## src/rtl/alu_pkg.sv

```systemverilog
// Shared definitions for the ALU: default datapath widths and the ALU_FUN opcode map.
package alu_pkg;

   localparam int DEF_OPER_WIDTH = 8;
   localparam int DEF_OUT_WIDTH  = 2 * DEF_OPER_WIDTH;

   localparam logic [3:0] ALU_ADD  = 4'h0;
   localparam logic [3:0] ALU_SUB  = 4'h1;
   localparam logic [3:0] ALU_MUL  = 4'h2;
   localparam logic [3:0] ALU_DIV  = 4'h3;
   localparam logic [3:0] ALU_AND  = 4'h4;
   localparam logic [3:0] ALU_OR   = 4'h5;
   localparam logic [3:0] ALU_NAND = 4'h6;
   localparam logic [3:0] ALU_NOR  = 4'h7;
   localparam logic [3:0] ALU_XOR  = 4'h8;
   localparam logic [3:0] ALU_XNOR = 4'h9;
   localparam logic [3:0] ALU_EQ   = 4'hA;
   localparam logic [3:0] ALU_GT   = 4'hB;
   localparam logic [3:0] ALU_LT   = 4'hC;
   localparam logic [3:0] ALU_SHR  = 4'hD;
   localparam logic [3:0] ALU_SHL  = 4'hE;
   localparam logic [3:0] ALU_NOP  = 4'hF;

endpackage

```

## src/rtl/alu_comb.sv

```systemverilog
// Combinational opcode decode and result compute for the ALU; no state.
module alu_comb
   import alu_pkg::*;
#(
   parameter int OPER_WIDTH = DEF_OPER_WIDTH,
   parameter int OUT_WIDTH  = DEF_OUT_WIDTH
) (
   input  logic [OPER_WIDTH-1:0] a_i,
   input  logic [OPER_WIDTH-1:0] b_i,
   input  logic [3:0]            alu_fun_i,
   output logic [OUT_WIDTH-1:0]  result_o
);

   localparam int PAD_W = OUT_WIDTH - OPER_WIDTH;

   logic [OUT_WIDTH-1:0] a_ext;
   logic [OUT_WIDTH-1:0] b_ext;

   // Operands are widened first so carry, borrow, product and SHL's top bit survive.
   assign a_ext = {{PAD_W{1'b0}}, a_i};
   assign b_ext = {{PAD_W{1'b0}}, b_i};

   always_comb begin
      // NOTE: default assignment first so no path through the case infers a latch.
      result_o = '0;
      case (alu_fun_i)
         ALU_ADD:  result_o = a_ext + b_ext;
         ALU_SUB:  result_o = a_ext - b_ext;
         ALU_MUL:  result_o = a_ext * b_ext;
         ALU_DIV:  result_o = (b_i == '0) ? '0 : a_ext / b_ext;
         ALU_AND:  result_o = a_ext & b_ext;
         ALU_OR:   result_o = a_ext | b_ext;
         ALU_NAND: result_o = {{PAD_W{1'b0}}, ~(a_i & b_i)};
         ALU_NOR:  result_o = {{PAD_W{1'b0}}, ~(a_i | b_i)};
         ALU_XOR:  result_o = a_ext ^ b_ext;
         ALU_XNOR: result_o = {{PAD_W{1'b0}}, ~(a_i ^ b_i)};
         ALU_EQ:   result_o = {{(OUT_WIDTH-1){1'b0}}, a_i == b_i};
         ALU_GT:   result_o = {{(OUT_WIDTH-1){1'b0}}, a_i > b_i};
         ALU_LT:   result_o = {{(OUT_WIDTH-1){1'b0}}, a_i < b_i};
         ALU_SHR:  result_o = a_ext >> 1;
         ALU_SHL:  result_o = a_ext << 1;
         default:  result_o = '0;
      endcase
   end

endmodule

```

## src/rtl/alu.sv

```systemverilog
// Registered 16-function ALU: one-cycle latency, result qualified by OUT_VALID.
module alu
   import alu_pkg::*;
#(
   parameter int OPER_WIDTH = DEF_OPER_WIDTH,
   parameter int OUT_WIDTH  = DEF_OUT_WIDTH
) (
   input  logic                  CLK,
   input  logic                  RST,
   input  logic [OPER_WIDTH-1:0] A,
   input  logic [OPER_WIDTH-1:0] B,
   input  logic                  EN,
   input  logic [3:0]            ALU_FUN,
   output logic [OUT_WIDTH-1:0]  ALU_OUT,
   output logic                  OUT_VALID
);

   logic [OUT_WIDTH-1:0] alu_out_d;
   logic [OUT_WIDTH-1:0] alu_out_q;
   logic                 out_valid_q;

   alu_comb #(
      .OPER_WIDTH (OPER_WIDTH),
      .OUT_WIDTH  (OUT_WIDTH)
   ) u_alu_comb (
      .a_i       (A),
      .b_i       (B),
      .alu_fun_i (ALU_FUN),
      .result_o  (alu_out_d)
   );

   // Reset outranks EN; a disabled cycle clears the result rather than holding it.
   always_ff @(posedge CLK) begin
      // NOTE: non-blocking assignments for all registered state.
      if (!RST) begin
         alu_out_q   <= '0;
         out_valid_q <= 1'b0;
      end else if (EN) begin
         alu_out_q   <= alu_out_d;
         out_valid_q <= 1'b1;
      end else begin
         alu_out_q   <= '0;
         out_valid_q <= 1'b0;
      end
   end

   assign ALU_OUT   = alu_out_q;
   assign OUT_VALID = out_valid_q;

endmodule

```

## config.mk

```make
export PLATFORM = sky130hd
export DESIGN_NAME = alu
export DESIGN_NICKNAME = d
export VERILOG_FILES = /design/src/rtl/alu_pkg.sv /design/src/rtl/alu_comb.sv /design/src/rtl/alu.sv
export SDC_FILE = /design/constraint.sdc
export NUM_CORES = 1
export LEC_CHECK = 0
export CAP_MARGIN = 20
export CORE_MARGIN = 2
export CORE_UTILIZATION = 61
export CTS_BUF_LIST = sky130_fd_sc_hd__clkbuf_8
export DETAILED_ROUTE_END_ITERATION = 16
export GPL_TIMING_DRIVEN = 0
export PLACE_DENSITY = 0.8
export SETUP_SLACK_MARGIN = 0.15
export SYNTH_ARGS = -nofsm -noshare
export SYNTH_HDL_FRONTEND = slang
export SYNTH_SLANG_ARGS = --single-unit
export TNS_END_PERCENT = 20
```

## constraint.sdc

```tcl
create_clock -name CLK -period 96.2 [get_ports CLK]
set_input_delay 19.24 -clock CLK [delete_from_list [all_inputs] [get_ports CLK]]
set_output_delay 19.24 -clock CLK [all_outputs]
set_load 0.02 [all_outputs]
```

==> flow_summary.ini, run 1 <==
[power]
vdd_drop_max_mv = 0.0596
leakage_nw = 4.72
powerDensity_mw_per_mm2 = 33.2

[logic_synthesis]
synth-simple-area-share_pct = 21.2
syn_area_mm2 = 0.00956
post_synth_xor_area_fraction_pct = 5.03
post_synth_inst_count = 1280
async_reset_ff_share_pct = 0
synth_edf_count = 0
ys_ff_latch = 17
synthesized_area_per_cell_um2 = 7.47
adder_and_majority_gate_portion_of_the_synthesized_area_pct = 29.3
largest_family_of_logic_cells_by_synthesized_area = compound AO/OA/AOI/OAI gates
ys.flop_type = dfxtp_1
synth-seq-area-share_pct = 3.56
synthesis.yosys.warnings = 0
synth_compound_gate_area_share_pct = 29.5
synthDistinctLibCells = 103
muxShareOfSynthArea_pct = 5.68

[floorplan]
die_width_um = 129
placementRows = 45
floorplan.initialDensity_pct = 62.6
height_of_the_die_um = 129
core_area_mm2 = 0.0153
die_area_mm2 = 0.0167
number_of_placed_i_o_pins = 40

[min_path]
timing.hold.worst.class = in -> reg

[clock_network]
max-clock-path-buffers = 2
post_cts_resized = 0
cell_at_the_root_of_the_clock_tree = clkbuf_8
clock_tree_from_tritoncts = yes
cts_buffer_count = 3
ctsHtreeMaxLevel = 1
cts_setup_buffers = 0
cts.reportedPaths.clkPinSlew_ns = 0.06
clock_sinks = 17
holdBufCountCts = 0

[routing]
postRouteAntennaNets = 0
route.detailed.vias_per_inst = 6.34
drt_iter0_markers = 766
iteration_count_of_the_initial_detailed_routing_pass = 6
drcViolationCount = 0
overall_via_count_from_detail_route = 9767
postRouteWirelength_um = 26800
post_drt_wl_per_cell_um = 17.4

[grt]
global_route_wire_length_before_repair_um = 44400
largest_net_degree_at_the_start_of_global_routing = 24
overflow = 0
grt.total_usage_pct = 32.4
via_count_of_the_first_global_routing_pass = 9242
antenna_found_initial = 0

[sta]
final_min_period_over_clock_period_pct = 54.1
tightest_slew_ns = 1.04
setup_tns_ns = 0
final-max-slew-violation-count = 0
fin_worst_hold_slack_ns = 19.60
hold_viol = 0
final_min_period_ns = 52.04
rsz_0062_raised_after_global_routing = false
count_of_final_setup_violators = 0
fmaxAchievable_ghz = 0.0192
max-slew-margin-rel_pct = 30.7
worst_slack_ns = 44.16

[worst_setup_path]
cp.required_ns = 96.35
path_class = in -> reg
timing.critical_path.fanout_max = 18
slowest_cp_cell = clkdlybuf4s50_1
path_common_cell = o21a_1
critical_path_buf_inv_count = 13
worstSetupEndpointType = flop
slowest_delay_ns = 0.81
crit_path_start_kind = input pin
critPathArrivalTime_ns = 52.19
path_delay_family = compound AO/OA/AOI/OAI gates

[cells_and_area]
nets = 1554
area_growth_pct = 7.68
post_route_cells_drive_above_1_share_pct = 6.92
utilization_pct = 67.5
diodes = 0

[flow_run]
max_cap_viol_count = 0

[placement]
gp_congestion = 0.995
io_port_bufs = 36
dpl_worst_slack_ns = 44.46
post-dp-hpwl_um = 21500

[status]
status = completed
==> per-layer routing <==
layer	vias to the layer above	wire length [µm]	GRT usage [%]
met2	389	11800	52.7
met4	0	1100	12.3
met1	4499	12100	43.6
met3	82	1870	4.71
li1	4797	-	-
met5	-	0	0
==> sequential cells by signal (all words and copies together), names as in the netlist <==
signal     count
ALU_OUT       16
OUT_VALID      1
==> cell usage in the layout, fill, tap and decap left out, types with 16 or more instances in the layout <==
master,n
nor3_1,47
o21ai_0,73
nand3_1,17
ha_1,163
fa_1,38
inv_1,97
clkdlybuf4s50_1,36
o21a_1,47
xnor2_1,41
nor2_1,141
nand2b_1,17
a21o_1,25
mux2_2,29
o31ai_1,16
a21oi_1,79
dfxtp_1,17
a31oi_1,17
nand2_1,116
clkbuf_1,31
o211ai_1,17
==> logic make-up (layout without fill, tap and decap cells) <==
group / after synthesis / count (layout)
AO/OA/AOI/OAI: 395 / 395
flip-flops: 17 / 17
AND/OR/NAND/NOR: 427 / 427
adder cells (fa/ha/maj): 201 / 201
multiplexers: 48 / 48
other: 1 / 8
XOR/XNOR: 54 / 54
buffers and inverters: 137 / 179
==> area by class of cell <==
| type | count | area (µm²) |
|---|---|---|
| Fill cell | 1341 | 4970 |
| Sequential cell | 17 | 340 |
| Timing Repair Buffer | 38 | 393 |
| Inverter | 98 | 368 |
| Clock buffer | 3 | 41.3 |
| Buffer | 39 | 180 |
| Multi-Input combinational cell | 1133 | 8700 |
| Clock inverter | 1 | 3.75 |
| Tap cell | 211 | 264 |
==> through the flow <==
stage | std cells | power (mW) | area, µm²
after detailed placement | 1535 | 0.332 | 10200
final | 1540 | 0.342 | 10300
after global placement | 1534 | 0.324 | 10200
after CTS | 1539 | 0.340 | 10300
after floorplan | 1287 | 0.277 | 9580
after global routing | 1540 | 0.382 | 10300
==> cell usage after synthesis (9+ instances only) <==
cell type	instances	area share, %
dfxtp_1	17	3.6
xnor2_1	41	3.8
nand3_1	17	0.89
a21oi_1	79	4.1
clkbuf_1	31	1.2
a31oi_1	17	1.1
o31ai_1	16	1.3
nand2_1	116	4.6
ha_1	163	21
or3_1	15	0.98
nor3_1	47	2.5
or2_2	9	0.59
o21a_1	47	3.7
mux2_2	29	3.4
fa_1	38	8.0
inv_1	96	3.8
a21o_1	25	2.0
o211ai_1	17	1.3
nor2_1	141	5.5
mux2i_1	15	1.6
o21bai_1	11	0.86
o21ai_0	73	3.8
xor2_1	12	1.1
and2_1	9	0.59
nor2b_1	15	0.98
nand2b_1	17	1.1
==> final timing paths <==
| check | startpoint | endpoint | slack [ns] | cells after the start |
|---|---|---|---|---|
| max | B[0] | ALU_OUT[0]$_SDFF_PN0_ | 44.16 | 139 |
| min | RST | OUT_VALID$_SDFF_PN0_ | 19.60 | 2 |
==> report_power, final <==
part | leakage (nW) | switching, mW | internal [mW]
clock | 0.0269 | 0.00268 | 0.00285
combinational | 4.56 | 0.176 | 0.152
sequential | 0.138 | 0.000145 | 0.00753
Note: power is estimated with default switching activity, not from simulation.
==> run 2, diff against run 1 <==
- CORE_UTILIZATION: 61 -> 59
- PLACE_DENSITY: 0.8 -> 0.81
- clock period: 96.2 -> 42.6 ns (I/O delays scaled with it)
==> flow_summary.ini, run 2 (synthesized netlist as in run 1, its figures left out) <==
[clock_network]
cts.reportedPaths.clkPinSlew_ns = 0.06
cts_buffer_count = 3
cell_at_the_root_of_the_clock_tree = clkbuf_8
clock_tree_from_tritoncts = yes
ctsHtreeMaxLevel = 1
clock_sinks = 17
max-clock-path-buffers = 2
holdBufCountCts = 0

[power]
clkPwrFrac_pct = 1.6
p_seq_share_pct = 2.2
finalPower_uw = 776
vdd_drop_max_mv = 0.114
power_frac_comb_pct = 96.2
power_spent_charging_and_discharging_nets_uw = 407
powerDensity_mw_per_mm2 = 74.7
intPower_uw = 368
power.switching_fraction_pct = 52.5
leakage_nw = 4.77

[routing]
post_drt_wl_per_cell_um = 17.6
route.detailed.vias_per_inst = 6.32
overall_via_count_from_detail_route = 9828
iteration_count_of_the_initial_detailed_routing_pass = 6
postRouteAntennaNets = 0
drt_iter0_markers = 832
postRouteWirelength_um = 27400
drcViolationCount = 0

[worst_setup_path]
startpoint = B[0]
cp.required_ns = 42.75
slowest_cp_cell = dlymetal6s2s_1
timing.critical_path.fanout_max = 16
crit_path_start_kind = input pin
critical_path_cell_count = 142
worstSetupEndpointType = flop
path_delay_family = compound AO/OA/AOI/OAI gates
critical_path_buf_inv_count = 15
slowest_delay_ns = 0.50
worst_setup_path_endpoint = ALU_OUT[0]$_SDFF_PN0_
critPathArrivalTime_ns = 39.99
path_class = in -> reg
path_common_cell = o21a_1

[grt]
grtUsageMet1_pct = 42.4
largest_net_degree_at_the_start_of_global_routing = 24
overflow = 0
global_route.peak_usage_layer = met2
grt.total_usage_pct = 31.3
global_route_wire_length_before_repair_um = 45300
antenna_found_initial = 0
grt_use_met2_pct = 51.7
globalRouteMet3Util_pct = 4.98
via_count_of_the_first_global_routing_pass = 9418

[placement]
io_port_bufs = 36
post-dp-hpwl_um = 21600
gp_congestion = 1.01

[sta]
hold_viol = 0
rsz_0062_raised_after_global_routing = false
count_of_final_setup_violators = 0
max-slew-margin-rel_pct = 27.8
setup_tns_ns = 0
final_min_period_over_clock_period_pct = 93.5
final-max-slew-violation-count = 0
fmaxAchievable_ghz = 0.0251
tightest_slew_ns = 1.08
final_min_period_ns = 39.84

[floorplan]
placementRows = 46
core_area_mm2 = 0.0159
height_of_the_die_um = 131
floorplan.initialDensity_pct = 60.2
number_of_placed_i_o_pins = 40
die_width_um = 131
die_area_mm2 = 0.0172

[cells_and_area]
most_frequent_cells_in_the_layout = ha_1 (163), nor2_1 (140), nand2_1 (116)
largest_register_ff_count = 16
diodes = 0
area_growth_pct = 8.68
post_route_cells_drive_above_1_share_pct = 7.92
filler_cell_count = 1455
nets = 1564
final_common_cell = ha_1

[status]
status = completed

[min_path]
timing.hold.worst.class = in -> reg

[flow_run]
max_cap_viol_count = 0
run 2: final cells by class:
class / count / area (µm²) / share of cell area, %
multi-input combinational: 1133 / 8710 / 83.8
timing repair buffer: 47 / 463 / 4.46
tap: 216 / 270 / 2.60
inverter: 98 / 375 / 3.61
buffer: 39 / 180 / 1.73
sequential: 17 / 340 / 3.28
clock inverter: 1 / 3.75 / 0.0361
clock buffer: 3 / 41.3 / 0.397
timing repair inverter: 1 / 5.00 / 0.0482
run 2: how the worst min path moves through the flow:
stage | startpoint | to | slack, ns | cells past startpoint
floorplan | RST | OUT_VALID$_SDFF_PN0_ | 8.66 | 1
global placement | RST | OUT_VALID$_SDFF_PN0_ | 9.15 | 2
detailed placement | RST | OUT_VALID$_SDFF_PN0_ | 9.15 | 2
CTS | RST | OUT_VALID$_SDFF_PN0_ | 8.87 | 2
global route | RST | OUT_VALID$_SDFF_PN0_ | 8.89 | 2
finish | RST | OUT_VALID$_SDFF_PN0_ | 8.88 | 2
run 2: power by group through the flow:
| stage | clock network [mW] | registers [mW] | logic, mW |
|---|---|---|---|
| floorplan | 0 | 0.0191 | 0.606 |
| global placement | 0 | 0.0176 | 0.714 |
| detailed placement | 0 | 0.0177 | 0.735 |
| CTS | 0.0125 | 0.0173 | 0.740 |
| global route | 0.0132 | 0.0174 | 0.841 |
| finish | 0.0123 | 0.0173 | 0.746 |
run 2: repair_timing:
item                                    4_1_cts  5_1_grt
resized for setup                             0        6
buffers inserted                              0        9
endpoints found under the setup margin        0        1
run 2: per-stage QoR:
stage | hold slack (ns) | setup WS [ns] | cells | cell area (µm²) | util [%]
3_5_place_dp | 9.15 | 1.71 | 1540 | 10200 | 64.4
2_1_floorplan | 8.66 | 7.47 | 1287 | 9580 | -
4_1_cts | 8.87 | 1.94 | 1544 | 10300 | 64.7
6_report | 8.88 | 2.76 | 1555 | 10400 | 65.4
3_3_place_gp | 9.15 | 2.24 | 1539 | 10200 | 64.3
5_1_grt | 8.89 | 0.227 | 1555 | 10400 | 65.4
run 2: routing by layer:
layer | wire [µm] | up-vias
met4 | 851 | 0
met1 | 12200 | 4540
met5 | 0 | -
met2 | 12300 | 409
li1 | - | 4802
met3 | 2060 | 77
==> run 3, diff against run 2 <==
- CELL_PAD_IN_SITES_DETAIL_PLACEMENT: default -> 1
- CELL_PAD_IN_SITES_GLOBAL_PLACEMENT: default -> 2
- CORE_UTILIZATION: 59 -> 41
- PLACE_DENSITY: 0.81 -> default
- PLACE_DENSITY_LB_ADDON: default -> 0.1
- clock period: 42.6 -> 48.7 ns (I/O delays scaled with it)
==> flow_summary.ini, run 3 (synthesized netlist as in run 1, its figures left out) <==
[status]
status = completed

[sta]
fmaxAchievable_ghz = 0.0234
setup_tns_ns = 0
final_min_period_ns = 42.76
hold_viol = 0
final_min_period_over_clock_period_pct = 87.8
max-slew-margin-rel_pct = 31.7
tightest_slew_ns = 1.02
final-max-slew-violation-count = 0
rsz_0062_raised_after_global_routing = false
count_of_final_setup_violators = 0

[power]
vdd_drop_max_mv = 0.0824
powerDensity_mw_per_mm2 = 65.6
leakage_nw = 4.73

[flow_run]
max_cap_viol_count = 0

[grt]
largest_net_degree_at_the_start_of_global_routing = 23
global_route_wire_length_before_repair_um = 51500
antenna_found_initial = 0
overflow = 0
grt.total_usage_pct = 26.2
via_count_of_the_first_global_routing_pass = 9889

[worst_setup_path]
slowest_delay_ns = 0.82
crit_path_start_kind = input pin
timing.critical_path.fanout_max = 18
worstSetupEndpointType = flop
slowest_cp_cell = clkdlybuf4s50_1
path_common_cell = o21a_1
critPathArrivalTime_ns = 42.91
cp.required_ns = 48.86
path_class = in -> reg

[floorplan]
floorplan.initialDensity_pct = 42.0
height_of_the_die_um = 157
core_area_mm2 = 0.0228
number_of_placed_i_o_pins = 40
die_area_mm2 = 0.0245
die_width_um = 157
placementRows = 55

[routing]
drt_iter0_markers = 440
drcViolationCount = 0
route.detailed.vias_per_inst = 5.90
postRouteWirelength_um = 31500
postRouteAntennaNets = 0
iteration_count_of_the_initial_detailed_routing_pass = 5
post_drt_wl_per_cell_um = 19.1
overall_via_count_from_detail_route = 9707

[cells_and_area]
largest_register_ff_count = 16
final_common_cell = ha_1
post_route_cells_drive_above_1_share_pct = 7.06
diodes = 0
most_frequent_cells_in_the_layout = ha_1 (163), nor2_1 (141), nand2_1 (116)
area_growth_pct = 9.31
filler_cell_count = 2915
utilization_pct = 45.9
nets = 1556

[clock_network]
cts_setup_buffers = 0
cts_buffer_count = 3
holdBufCountCts = 0
post_cts_resized = 0
cell_at_the_root_of_the_clock_tree = clkbuf_8
ctsHtreeMaxLevel = 1
clock_tree_from_tritoncts = yes
clock_sinks = 17
max-clock-path-buffers = 2
cts.reportedPaths.clkPinSlew_ns = 0.07

[placement]
gp_congestion = 0.898
post-dp-hpwl_um = 26200
io_port_bufs = 36

[min_path]
timing.hold.worst.class = in -> reg
run 3: changes by cell type in the layout (fill, tap and decap cells not counted), sizes merged:
cell and delta:
clkdlybuf4s50 +1, clkinvlp -3, inv +2, dlymetal6s2s -1, buf -8, clkdlybuf4s18 +1
run 3: path summary, 6_finish.rpt:
check	start	endpoint	cells past startpoint
worst min-delay path	RST	OUT_VALID$_SDFF_PN0_	2
worst max-delay path	B[0]	ALU_OUT[0]$_SDFF_PN0_	138
run 3: critical path, delay by kind of cell:
kind                       cells  cell delay [ns]
AOI/OAI and AO/OA             73            16.56
buffers and inverters         11             3.27
and+or+nand+nor               33             6.82
muxes                          7             1.97
adders and majority gates     14             4.50
run 3: final cells by class:
class                           instances  area, µm²  share of cell area, %
Multi-Input combinational cell       1133       8700                   83.3
Timing Repair Buffer                   40        420                   4.02
Tap cell                              313        392                   3.75
Sequential cell                        17        340                   3.26
Clock inverter                          1       3.75                 0.0359
Clock buffer                            3       41.3                  0.395
Buffer                                 39        180                   1.72
Inverter                               98        368                   3.52
run 3: report_power, final:
part           internal [mW]  switching [mW]  total (mW)
logic                  0.301           0.358       0.659
clock network        0.00564         0.00574      0.0114
registers             0.0149        0.000304      0.0152
total                  0.322           0.364       0.686
run 3: layer usage:
metal / GRT usage (%) / share of wire [%] / vias up
met5: 0 / 0 / -
met4: 4.98 / 2.2 / 0
met3: 2.80 / 3.7 / 44
met2: 44.7 / 46 / 180
met1: 35.7 / 49 / 4700
li1: - / - / 4783
run 3: stage by stage:
stage               total power [mW]  cell area [µm²]  cells  hold slack, ns  setup slack [ns]
CTS                            0.692            10400   1643           10.10              5.83
floorplan                      0.547             9580   1287            9.88             12.35
global placement               0.661            10300   1636           10.37              5.88
finish                         0.686            10400   1644           10.10              5.94
detailed placement             0.675            10400   1639           10.38              5.63
global route                   0.777            10400   1644           10.10              2.78
